--- config.mk ---
export PLATFORM = sky130hd
export DESIGN_NAME = hpdcache_victim_arbiter_flat
export DESIGN_NICKNAME = d
export VERILOG_FILES = /design/src/rtl/hpdcache_victim_arbiter_if.sv /design/src/rtl/hpdcache_victim_arbiter.sv /design/src/flat_wrapper.sv
export SDC_FILE = /design/constraint.sdc
export NUM_CORES = 1
export LEC_CHECK = 0
export BUFFER_PORTS_ARGS = -buffer_cell sky130_fd_sc_hd__buf_2
export CORE_ASPECT_RATIO = 0.5
export CORE_MARGIN = 2
export CORE_UTILIZATION = 45
export CTS_CLUSTER_DIAMETER = 60
export DETAILED_ROUTE_END_ITERATION = 10
export GPL_TIMING_DRIVEN = 0
export MAX_ROUTING_LAYER = met4
export PLACE_DENSITY_LB_ADDON = 0.15
export SLEW_MARGIN = 20
export SYNTH_ARGS = -nofsm -noshare
export SYNTH_HDL_FRONTEND = slang
export SYNTH_SLANG_ARGS = --single-unit
--- constraint.sdc ---
create_clock -name clk_i -period 5.25 [get_ports clk_i]
set_clock_uncertainty 0.05 [all_clocks]
set_input_delay 1.05 -clock clk_i [delete_from_list [all_inputs] [get_ports clk_i]]
set_output_delay 1.05 -clock clk_i [all_outputs]
set_load 0.05 [all_outputs]
--- src/rtl/hpdcache_victim_arbiter_if.sv ---
// Handshake and bus bundle for the HPDcache victim arbiter.
// The slave modport is the arbiter; the master modport is its environment
// (requesters, directory, replacement policy, response consumer).
interface hpdcache_victim_arbiter_if #(
  parameter int NREQ       = 2,
  parameter int SETS       = 64,
  parameter int WAYS       = 4,
  parameter int PEND_DEPTH = 4
);
  localparam int SET_W  = $clog2(SETS);
  localparam int ID_W   = (NREQ > 1) ? $clog2(NREQ) : 1;
  localparam int SLOT_W = (PEND_DEPTH > 1) ? $clog2(PEND_DEPTH) : 1;

  // Requests: a request transfers on a cycle where req_valid_i[i] and
  // req_ready_o[i] are both high; a requester keeps its valid and payload
  // stable until then. Responses follow the same rule with rsp_valid_o and
  // rsp_ready_i. dir_rd_o, repl_o and rel_i are single-cycle strobes.
  logic [NREQ-1:0]       req_valid_i;
  logic [NREQ-1:0]       req_ready_o;
  logic [NREQ*SET_W-1:0] req_set_i;
  logic [NREQ-1:0]       req_updt_i;

  logic                  dir_rd_o;
  logic [SET_W-1:0]      dir_rd_set_o;
  logic [WAYS-1:0]       dir_valid_i;

  logic                  repl_o;
  logic [SET_W-1:0]      repl_set_o;
  logic [WAYS-1:0]       repl_dir_valid_o;
  logic                  repl_updt_o;
  logic [WAYS-1:0]       victim_way_i;

  logic                  rsp_valid_o;
  logic                  rsp_ready_i;
  logic [ID_W-1:0]       rsp_id_o;
  logic [WAYS-1:0]       rsp_way_o;
  logic [SLOT_W-1:0]     rsp_slot_o;
  logic                  rsp_err_o;

  logic                  rel_i;
  logic [SLOT_W-1:0]     rel_slot_i;

  // Current arbiter FSM state (IDLE=0, DIR=1, SEL=2, RSP=3).
  logic [1:0]            dbg_state_o;

  modport master (
    output req_valid_i, req_set_i, req_updt_i, dir_valid_i, victim_way_i,
           rsp_ready_i, rel_i, rel_slot_i,
    input  req_ready_o, dir_rd_o, dir_rd_set_o, repl_o, repl_set_o,
           repl_dir_valid_o, repl_updt_o, rsp_valid_o, rsp_id_o, rsp_way_o,
           rsp_slot_o, rsp_err_o, dbg_state_o
  );

  modport slave (
    input  req_valid_i, req_set_i, req_updt_i, dir_valid_i, victim_way_i,
           rsp_ready_i, rel_i, rel_slot_i,
    output req_ready_o, dir_rd_o, dir_rd_set_o, repl_o, repl_set_o,
           repl_dir_valid_o, repl_updt_o, rsp_valid_o, rsp_id_o, rsp_way_o,
           rsp_slot_o, rsp_err_o, dbg_state_o
  );
endinterface

--- src/rtl/hpdcache_victim_arbiter.sv ---
// HPDcache victim arbiter: round-robin shares the directory read and the
// replacement policy between NREQ requesters, and keeps a reservation table
// so two outstanding refills never get the same {set, way}.
// Optional macro HPDCACHE_VICTIM_ARB_PERF_EN adds saturating retry/error
// counters on perf_retry_cnt_o / perf_err_cnt_o.
module hpdcache_victim_arbiter #(
  parameter int NREQ       = 2,
  parameter int SETS       = 64,
  parameter int WAYS       = 4,
  parameter int PEND_DEPTH = 4
) (
  input  logic clk_i,
  input  logic rst_ni,
  hpdcache_victim_arbiter_if.slave bus
`ifdef HPDCACHE_VICTIM_ARB_PERF_EN
  ,
  output logic [15:0] perf_retry_cnt_o,
  output logic [15:0] perf_err_cnt_o
`endif
);
  localparam int SET_W   = $clog2(SETS);
  localparam int ID_W    = (NREQ > 1) ? $clog2(NREQ) : 1;
  localparam int SLOT_W  = (PEND_DEPTH > 1) ? $clog2(PEND_DEPTH) : 1;
  localparam int RETRY_W = $clog2(WAYS);

  typedef enum logic [1:0] {
    ST_IDLE = 2'd0,
    ST_DIR  = 2'd1,
    ST_SEL  = 2'd2,
    ST_RSP  = 2'd3
  } state_t;

  state_t              state_q, state_d;
  logic [ID_W-1:0]     rr_ptr_q;
  logic [ID_W-1:0]     lat_id_q;
  logic [SET_W-1:0]    lat_set_q;
  logic                lat_updt_q;
  logic [RETRY_W-1:0]  retry_q;
  logic [WAYS-1:0]     dv_q;
  logic [WAYS-1:0]     rsp_way_q;
  logic [SLOT_W-1:0]   rsp_slot_q;
  logic                rsp_err_q;

  logic [PEND_DEPTH-1:0] ent_valid_q;
  logic [SET_W-1:0]      ent_set_q [PEND_DEPTH];
  logic [WAYS-1:0]       ent_way_q [PEND_DEPTH];

  logic                win_found, hi_found;
  logic [ID_W-1:0]     win_idx, hi_idx, lo_idx;
  logic                tbl_full;
  logic [SLOT_W-1:0]   free_slot;
  logic [WAYS-1:0]     res_mask;
  logic [WAYS-1:0]     dv_cur;
  logic                grant_en;
  logic                alloc;
  logic                sel_err;
  logic                retry_inc;

  // Round-robin winner, free-slot search and reservation mask of the latched set.
  always_comb begin
    hi_found  = 1'b0;
    win_found = 1'b0;
    hi_idx    = '0;
    lo_idx    = '0;
    // Descending scan so the last hit is the lowest index; "hi" only counts
    // requesters at or above the pointer, giving the wrap-around order.
    for (int i = NREQ - 1; i >= 0; i--) begin
      if (bus.req_valid_i[i]) begin
        win_found = 1'b1;
        lo_idx    = ID_W'(i);
        if (i >= int'(rr_ptr_q)) begin
          hi_found = 1'b1;
          hi_idx   = ID_W'(i);
        end
      end
    end
    win_idx = hi_found ? hi_idx : lo_idx;

    tbl_full  = &ent_valid_q;
    free_slot = '0;
    for (int i = PEND_DEPTH - 1; i >= 0; i--) begin
      if (!ent_valid_q[i]) free_slot = SLOT_W'(i);
    end

    res_mask = '0;
    for (int i = 0; i < PEND_DEPTH; i++) begin
      if (ent_valid_q[i] && (ent_set_q[i] == lat_set_q)) res_mask = res_mask | ent_way_q[i];
    end

    // Directory bits arrive in the first SEL cycle and are held for retries.
    dv_cur = (retry_q == '0) ? bus.dir_valid_i : dv_q;
  end

  // FSM next state and all bus outputs.
  always_comb begin
    state_d              = state_q;
    grant_en             = 1'b0;
    alloc                = 1'b0;
    sel_err              = 1'b0;
    retry_inc            = 1'b0;
    bus.req_ready_o      = '0;
    bus.dir_rd_o         = 1'b0;
    bus.dir_rd_set_o     = '0;
    bus.repl_o           = 1'b0;
    bus.repl_set_o       = '0;
    bus.repl_dir_valid_o = '0;
    bus.repl_updt_o      = 1'b0;
    bus.rsp_valid_o      = 1'b0;
    bus.rsp_id_o         = '0;
    bus.rsp_way_o        = '0;
    bus.rsp_slot_o       = '0;
    bus.rsp_err_o        = 1'b0;
    bus.dbg_state_o      = state_q;
    unique case (state_q)
      ST_IDLE: begin
        // Fullness is checked here so an accepted request always finds a slot.
        if (rst_ni && !tbl_full && win_found) begin
          grant_en                 = 1'b1;
          bus.req_ready_o[win_idx] = 1'b1;
          state_d                  = ST_DIR;
        end
      end
      ST_DIR: begin
        bus.dir_rd_o     = 1'b1;
        bus.dir_rd_set_o = lat_set_q;
        state_d          = ST_SEL;
      end
      ST_SEL: begin
        if (&res_mask) begin
          sel_err = 1'b1;
          state_d = ST_RSP;
        end else begin
          bus.repl_o           = 1'b1;
          bus.repl_set_o       = lat_set_q;
          bus.repl_dir_valid_o = dv_cur | res_mask;
          if ((bus.victim_way_i & res_mask) == '0) begin
            bus.repl_updt_o = lat_updt_q;
            alloc           = 1'b1;
            state_d         = ST_RSP;
          end else begin
            // Collision: force a policy update so the next query moves on.
            bus.repl_updt_o = 1'b1;
            if (int'(retry_q) == WAYS - 1) begin
              sel_err = 1'b1;
              state_d = ST_RSP;
            end else begin
              retry_inc = 1'b1;
            end
          end
        end
      end
      ST_RSP: begin
        bus.rsp_valid_o = 1'b1;
        bus.rsp_id_o    = lat_id_q;
        bus.rsp_way_o   = rsp_way_q;
        bus.rsp_slot_o  = rsp_slot_q;
        bus.rsp_err_o   = rsp_err_q;
        if (bus.rsp_ready_i) state_d = ST_IDLE;
      end
      default: state_d = ST_IDLE;
    endcase
  end

  // State register, arbitration pointer and latched request.
  always_ff @(posedge clk_i or negedge rst_ni) begin
    if (!rst_ni) begin
      state_q    <= ST_IDLE;
      rr_ptr_q   <= '0;
      lat_id_q   <= '0;
      lat_set_q  <= '0;
      lat_updt_q <= 1'b0;
      retry_q    <= '0;
      dv_q       <= '0;
    end else begin
      state_q <= state_d;
      if (grant_en) begin
        lat_id_q   <= win_idx;
        lat_set_q  <= bus.req_set_i[win_idx*SET_W +: SET_W];
        lat_updt_q <= bus.req_updt_i[win_idx];
        rr_ptr_q   <= (int'(win_idx) == NREQ - 1) ? '0 : win_idx + 1'b1;
      end
      if (state_q == ST_DIR) retry_q <= '0;
      if (retry_inc) retry_q <= retry_q + 1'b1;
      if (state_q == ST_SEL && retry_q == '0) dv_q <= bus.dir_valid_i;
    end
  end

  // Response payload, fixed when SEL resolves and held through RSP.
  always_ff @(posedge clk_i or negedge rst_ni) begin
    if (!rst_ni) begin
      rsp_way_q  <= '0;
      rsp_slot_q <= '0;
      rsp_err_q  <= 1'b0;
    end else if (alloc) begin
      rsp_way_q  <= bus.victim_way_i;
      rsp_slot_q <= free_slot;
      rsp_err_q  <= 1'b0;
    end else if (sel_err) begin
      rsp_way_q  <= '0;
      rsp_slot_q <= '0;
      rsp_err_q  <= 1'b1;
    end
  end

  // Reservation table: release then allocate; the allocated slot is free, so
  // a same-cycle release can only hit a different (or invalid) slot.
  always_ff @(posedge clk_i or negedge rst_ni) begin
    if (!rst_ni) begin
      ent_valid_q <= '0;
      for (int i = 0; i < PEND_DEPTH; i++) begin
        ent_set_q[i] <= '0;
        ent_way_q[i] <= '0;
      end
    end else begin
      for (int i = 0; i < PEND_DEPTH; i++) begin
        if (bus.rel_i && (bus.rel_slot_i == SLOT_W'(i))) ent_valid_q[i] <= 1'b0;
        if (alloc && (free_slot == SLOT_W'(i))) begin
          ent_valid_q[i] <= 1'b1;
          ent_set_q[i]   <= lat_set_q;
          ent_way_q[i]   <= bus.victim_way_i;
        end
      end
    end
  end

`ifdef HPDCACHE_VICTIM_ARB_PERF_EN
  // Saturating counters of collision retries and error responses.
  always_ff @(posedge clk_i or negedge rst_ni) begin
    if (!rst_ni) begin
      perf_retry_cnt_o <= '0;
      perf_err_cnt_o   <= '0;
    end else begin
      if (retry_inc && perf_retry_cnt_o != 16'hffff) perf_retry_cnt_o <= perf_retry_cnt_o + 16'd1;
      if (sel_err && perf_err_cnt_o != 16'hffff) perf_err_cnt_o <= perf_err_cnt_o + 16'd1;
    end
  end
`endif

endmodule

--- src/flat_wrapper.sv ---
// flat-port wrapper written by rule: the top's interface ports become plain ports
module hpdcache_victim_arbiter_flat 
#(
  parameter int NREQ       = 2,
  parameter int SETS       = 64,
  parameter int WAYS       = 4,
  parameter int PEND_DEPTH = 4
)
  (clk_i, rst_ni, bus_req_valid_i, bus_req_set_i, bus_req_updt_i, bus_dir_valid_i, bus_victim_way_i, bus_rsp_ready_i, bus_rel_i, bus_rel_slot_i, bus_req_ready_o, bus_dir_rd_o, bus_dir_rd_set_o, bus_repl_o, bus_repl_set_o, bus_repl_dir_valid_o, bus_repl_updt_o, bus_rsp_valid_o, bus_rsp_id_o, bus_rsp_way_o, bus_rsp_slot_o, bus_rsp_err_o, bus_dbg_state_o);
  hpdcache_victim_arbiter_if #(.NREQ(NREQ), .SETS(SETS), .WAYS(WAYS), .PEND_DEPTH(PEND_DEPTH)) bus_i ();
  input  logic clk_i;
  input  logic rst_ni;
  input wire logic [$bits(bus_i.req_valid_i)-1:0] bus_req_valid_i;
  input wire logic [$bits(bus_i.req_set_i)-1:0] bus_req_set_i;
  input wire logic [$bits(bus_i.req_updt_i)-1:0] bus_req_updt_i;
  input wire logic [$bits(bus_i.dir_valid_i)-1:0] bus_dir_valid_i;
  input wire logic [$bits(bus_i.victim_way_i)-1:0] bus_victim_way_i;
  input wire logic [$bits(bus_i.rsp_ready_i)-1:0] bus_rsp_ready_i;
  input wire logic [$bits(bus_i.rel_i)-1:0] bus_rel_i;
  input wire logic [$bits(bus_i.rel_slot_i)-1:0] bus_rel_slot_i;
  output wire logic [$bits(bus_i.req_ready_o)-1:0] bus_req_ready_o;
  output wire logic [$bits(bus_i.dir_rd_o)-1:0] bus_dir_rd_o;
  output wire logic [$bits(bus_i.dir_rd_set_o)-1:0] bus_dir_rd_set_o;
  output wire logic [$bits(bus_i.repl_o)-1:0] bus_repl_o;
  output wire logic [$bits(bus_i.repl_set_o)-1:0] bus_repl_set_o;
  output wire logic [$bits(bus_i.repl_dir_valid_o)-1:0] bus_repl_dir_valid_o;
  output wire logic [$bits(bus_i.repl_updt_o)-1:0] bus_repl_updt_o;
  output wire logic [$bits(bus_i.rsp_valid_o)-1:0] bus_rsp_valid_o;
  output wire logic [$bits(bus_i.rsp_id_o)-1:0] bus_rsp_id_o;
  output wire logic [$bits(bus_i.rsp_way_o)-1:0] bus_rsp_way_o;
  output wire logic [$bits(bus_i.rsp_slot_o)-1:0] bus_rsp_slot_o;
  output wire logic [$bits(bus_i.rsp_err_o)-1:0] bus_rsp_err_o;
  output wire logic [$bits(bus_i.dbg_state_o)-1:0] bus_dbg_state_o;
  assign bus_i.req_valid_i = bus_req_valid_i;
  assign bus_i.req_set_i = bus_req_set_i;
  assign bus_i.req_updt_i = bus_req_updt_i;
  assign bus_i.dir_valid_i = bus_dir_valid_i;
  assign bus_i.victim_way_i = bus_victim_way_i;
  assign bus_i.rsp_ready_i = bus_rsp_ready_i;
  assign bus_i.rel_i = bus_rel_i;
  assign bus_i.rel_slot_i = bus_rel_slot_i;
  assign bus_req_ready_o = bus_i.req_ready_o;
  assign bus_dir_rd_o = bus_i.dir_rd_o;
  assign bus_dir_rd_set_o = bus_i.dir_rd_set_o;
  assign bus_repl_o = bus_i.repl_o;
  assign bus_repl_set_o = bus_i.repl_set_o;
  assign bus_repl_dir_valid_o = bus_i.repl_dir_valid_o;
  assign bus_repl_updt_o = bus_i.repl_updt_o;
  assign bus_rsp_valid_o = bus_i.rsp_valid_o;
  assign bus_rsp_id_o = bus_i.rsp_id_o;
  assign bus_rsp_way_o = bus_i.rsp_way_o;
  assign bus_rsp_slot_o = bus_i.rsp_slot_o;
  assign bus_rsp_err_o = bus_i.rsp_err_o;
  assign bus_dbg_state_o = bus_i.dbg_state_o;
  hpdcache_victim_arbiter #(.NREQ(NREQ), .SETS(SETS), .WAYS(WAYS), .PEND_DEPTH(PEND_DEPTH)) u_core (.clk_i(clk_i), .rst_ni(rst_ni), .bus(bus_i));
endmodule
==> flow_summary_export.csv <==
group,metric,value,unit
run_status,status,"complete, no violations",
clock_tree,cts_max_level,3,
yosys,synth_seq_cells,68,
timing,setup_violations,0,
timing,worst_pin_slew,1.004,ns
flow_run,maxCapViolCount,0,
yosys,seq_area_frac_synth,0.4477,
yosys,syn_inst,348,
worst_setup_path,crit_arrival,3.10,ns
global_routing,track_usage,0.2160,
floorplan,rows,23,
worst_setup_path,path_max_fanout,10,
cells_and_area,fillers,684,
global_routing,antenna_found_initial,0,
cells_and_area,drive_above_1_share,0.3474,
yosys,yosys-top-cells-count,"dfrtp_1 (68), nand2_1 (44), mux2_2 (28)",
global_routing,grt_pass1_wl,14.19,mm
detailed_routing,drt-vias-per-instance,5.195,
global_routing,overflow,0,
clock_tree,cts-root-buf,"clkbuf_16",
yosys,synth_warnings,0,
yosys,syn_avg_cell_area,10.92,um^2
yosys,synth.top_cell.area_share,0.4477,
timing,fin_crit,4.196,ns
floorplan,die_w,134.0,um
timing,hold_slack,0.4281,ns
worst_hold_path,worstHoldPathCells,1,
timing,slew_headroom,0.3260,
clock_tree,clkTransAtPathRegs,0.05,ns
power,leakage,2.354,nW
cells_and_area,area_growth_syn_to_layout,20.87,%
timing,min_period_over_period,0.7992,
floorplan,start_util,0.4701,
worst_setup_path,reg2reg_to,"u_core.ent_way_q[6]",
worst_hold_path,hold_end,"u_core.lat_id_q",
place,dp_hpwl,6.446,mm
worst_setup_path,critical_path_class,"register to output port",
clock_tree,cts-resized-gates,0,
global_routing,grt_start_max_net_pins,46,
worst_hold_path,hp-class,"register to register",
worst_setup_path,crit_start,"u_core.lat_set_q[0]",
worst_setup_path,slowest_stage,"nor3_1",
yosys,yosysTopAreaCell,"dfrtp_1",
timing,fmax,238.3,MHz
place,io_buffer_count,61,
yosys,synth-main-ff-cell,"dfrtp_1",
detailed_routing,drtIter0Drc,115,
power,ir_drop,0.3099,mV
clock_tree,tritoncts,"yes",
yosys,netlist_top_cells_area,"dfrtp_1 (45%), mux2_2 (8.3%), mux2_4 (6.7%)",
timing,grt_setup_unrepaired,"false",
place,place.gp.congestion,0.9606,
timing,finalMaxSlewViolations,0,
worst_setup_path,timing.reg2reg.setup_slack,2.09,ns
yosys,synth_edf_count,0,
power,power-per-cell-area,673.4,nW/um^2
detailed_routing,vias,2795,
clock_tree,cts_sinks,68,
yosys,async_flop_share,1.000,
worst_setup_path,cp.required,4.15,ns
clock_tree,cts_inserted_buffers,9,
floorplan,core,8087,um^2
floorplan,fp.dieH,68.99,um
clock_tree,clockBufferDepth,2,
worst_setup_path,worstSetupStartpointType,"register",
worst_hold_path,holdCritStartpoint,"u_core.lat_id_q",
detailed_routing,drc_errors,0,
yosys,synth.distinct_cells,44,
detailed_routing,ant_nets,0,
floorplan,dieArea,9243,um^2
timing,hold_viol,0,
clock_tree,post_cts_buffers,0,
clock_tree,cts_hold_buf,0,
global_routing,grt_pass1_vias,2779,
detailed_routing,routed_wl,8.907,mm
cells_and_area,diodes,0,
yosys,synth_nets,385,
yosys,syn-cell-area,3801,um^2
detailed_routing,dr.pass1.iters,4,
worst_setup_path,r2r_cells,12,
detailed_routing,routedWlPerCell,16.56,um
floorplan,ios,62,
worst_setup_path,worstSetupEndpointType,"output port",
worst_setup_path,max_stage_delay,0.50,ns
timing,finalSetupTns,0,ns
cells_and_area,layout.nets,458,
clock_tree,clk_latency,0.33,ns
yosys,synth_most_common_cell,"dfrtp_1",
worst_setup_path,path_cells,"buf_6 -> xor2_1 -> nor3_1 -> a22oi_1 -> nand3_1 -> and4_1 -> nand2b_4 -> inv_2 -> buf_4 -> and2_2 -> buf_2",
worst_setup_path,r2r-start,"u_core.lat_set_q[0]",
==> cell type report <==
cell class | count | area [um^2] | area share
flip-flops and latches | 68 | 1702 | 0.3704
inverters | 17 | 63.81 | 0.01389
multi-input cells | 244 | 1864 | 0.4058
well taps | 112 | 140.1 | 0.03050
clock inverters | 5 | 75.07 | 0.01634
repair buffers | 62 | 335.3 | 0.07298
plain buffers | 19 | 171.4 | 0.03731
clock buffers | 11 | 242.7 | 0.05283
==> layer usage <==
metal  vias to the layer above  share of wire  GRT usage
li1                       1348              -          -
met1                      1361           0.49     0.2793
met2                        65           0.44     0.3295
met3                        21          0.053    0.05263
met4                         0          0.020    0.09309
met5                         -              0          -
==> stage by stage <==
step                      total power, mW  setup WS, ns  cell area, um^2  std cells    util
after global placement              2.399        0.3406             4247        521  0.5251
after global routing                3.285        0.8418             4594        538  0.5682
after detailed placement            2.457         1.176             4277        522  0.5289
final                               3.094         1.054             4594        538  0.5682
after CTS                           3.114         1.042             4594        538  0.5682
after floorplan                     2.101         1.709             3801        348       -
==> critical path, delay by kind of cell, from the launching register on <==
kind	cells	cell delay (ns)
compound gates	1	0.23
xor+xnor	1	0.15
buf+inv	4	0.60
flops	1	0.40
simple gates	5	1.37
==> kinds of logic (layout without fill, tap and decap cells) <==
| family | after synthesis | count (layout) | share of synthesized area |
|---|---|---|---|
| mux | 54 | 54 | 0.1741 |
| simple gates | 122 | 122 | 0.1735 |
| compound gates | 37 | 37 | 0.06452 |
| fa+ha+maj | 7 | 7 | 0.02304 |
| buf+inv | 36 | 114 | 0.06188 |
| xor+xnor | 24 | 24 | 0.05530 |
| flops | 68 | 68 | 0.4477 |
==> worst max path at each step <==
stage / endpoint / slack [ns] / cells past startpoint
detailed placement: bus_req_ready_o[1] / 1.18 / 7
floorplan: bus_req_ready_o[0] / 1.71 / 3
global route: bus_repl_set_o[2] / 0.84 / 11
CTS: bus_repl_set_o[2] / 1.04 / 11
finish: bus_repl_set_o[2] / 1.05 / 11
global placement: bus_req_ready_o[1] / 0.34 / 6
==> cells in the final DEF, fill, tap and decap left out, drive strengths merged <==
cell	instances
buf	74
dfrtp	68
mux2	46
nand2	44
xor2	24
and2	20
clkbuf	18
inv	17
nor2	14
nor4	13
o21ai	13
nand3	9
mux2i	8
ha	7
nor2b	5
a21oi	5
a22o	5
nor3	5
nand2b	5
a211oi	4
nand4	3
a41oi	3
clkinv	3
o31ai	2
bufinv	2
a22oi	1
and4	1
o221ai	1
or2	1
a31oi	1
nand4b	1
a21o	1
or3	1
a32o	1
==> power breakdown <==
part | leakage [nW] | internal, mW | switching (mW)
combinational | 1.34 | 0.604 | 0.932
clock | 0.159 | 0.426 | 0.217
sequential | 0.857 | 0.769 | 0.146
total | 2.35 | 1.80 | 1.30
==> registers in the layout, indices dropped and copies added (netlist names) <==
signal                  flops
u_core.lat_id_q             1
u_core.bus.dbg_state_o      2
u_core.lat_set_q            6
u_core.rsp_slot_q           2
u_core.rr_ptr_q             1
u_core.rsp_err_q            1
u_core.lat_updt_q           1
u_core.ent_valid_q          4
u_core.ent_set_q           24
u_core.dv_q                 4
u_core.retry_q              2
u_core.rsp_way_q            4
u_core.ent_way_q           16
Note: power is estimated with default switching activity, not from simulation.
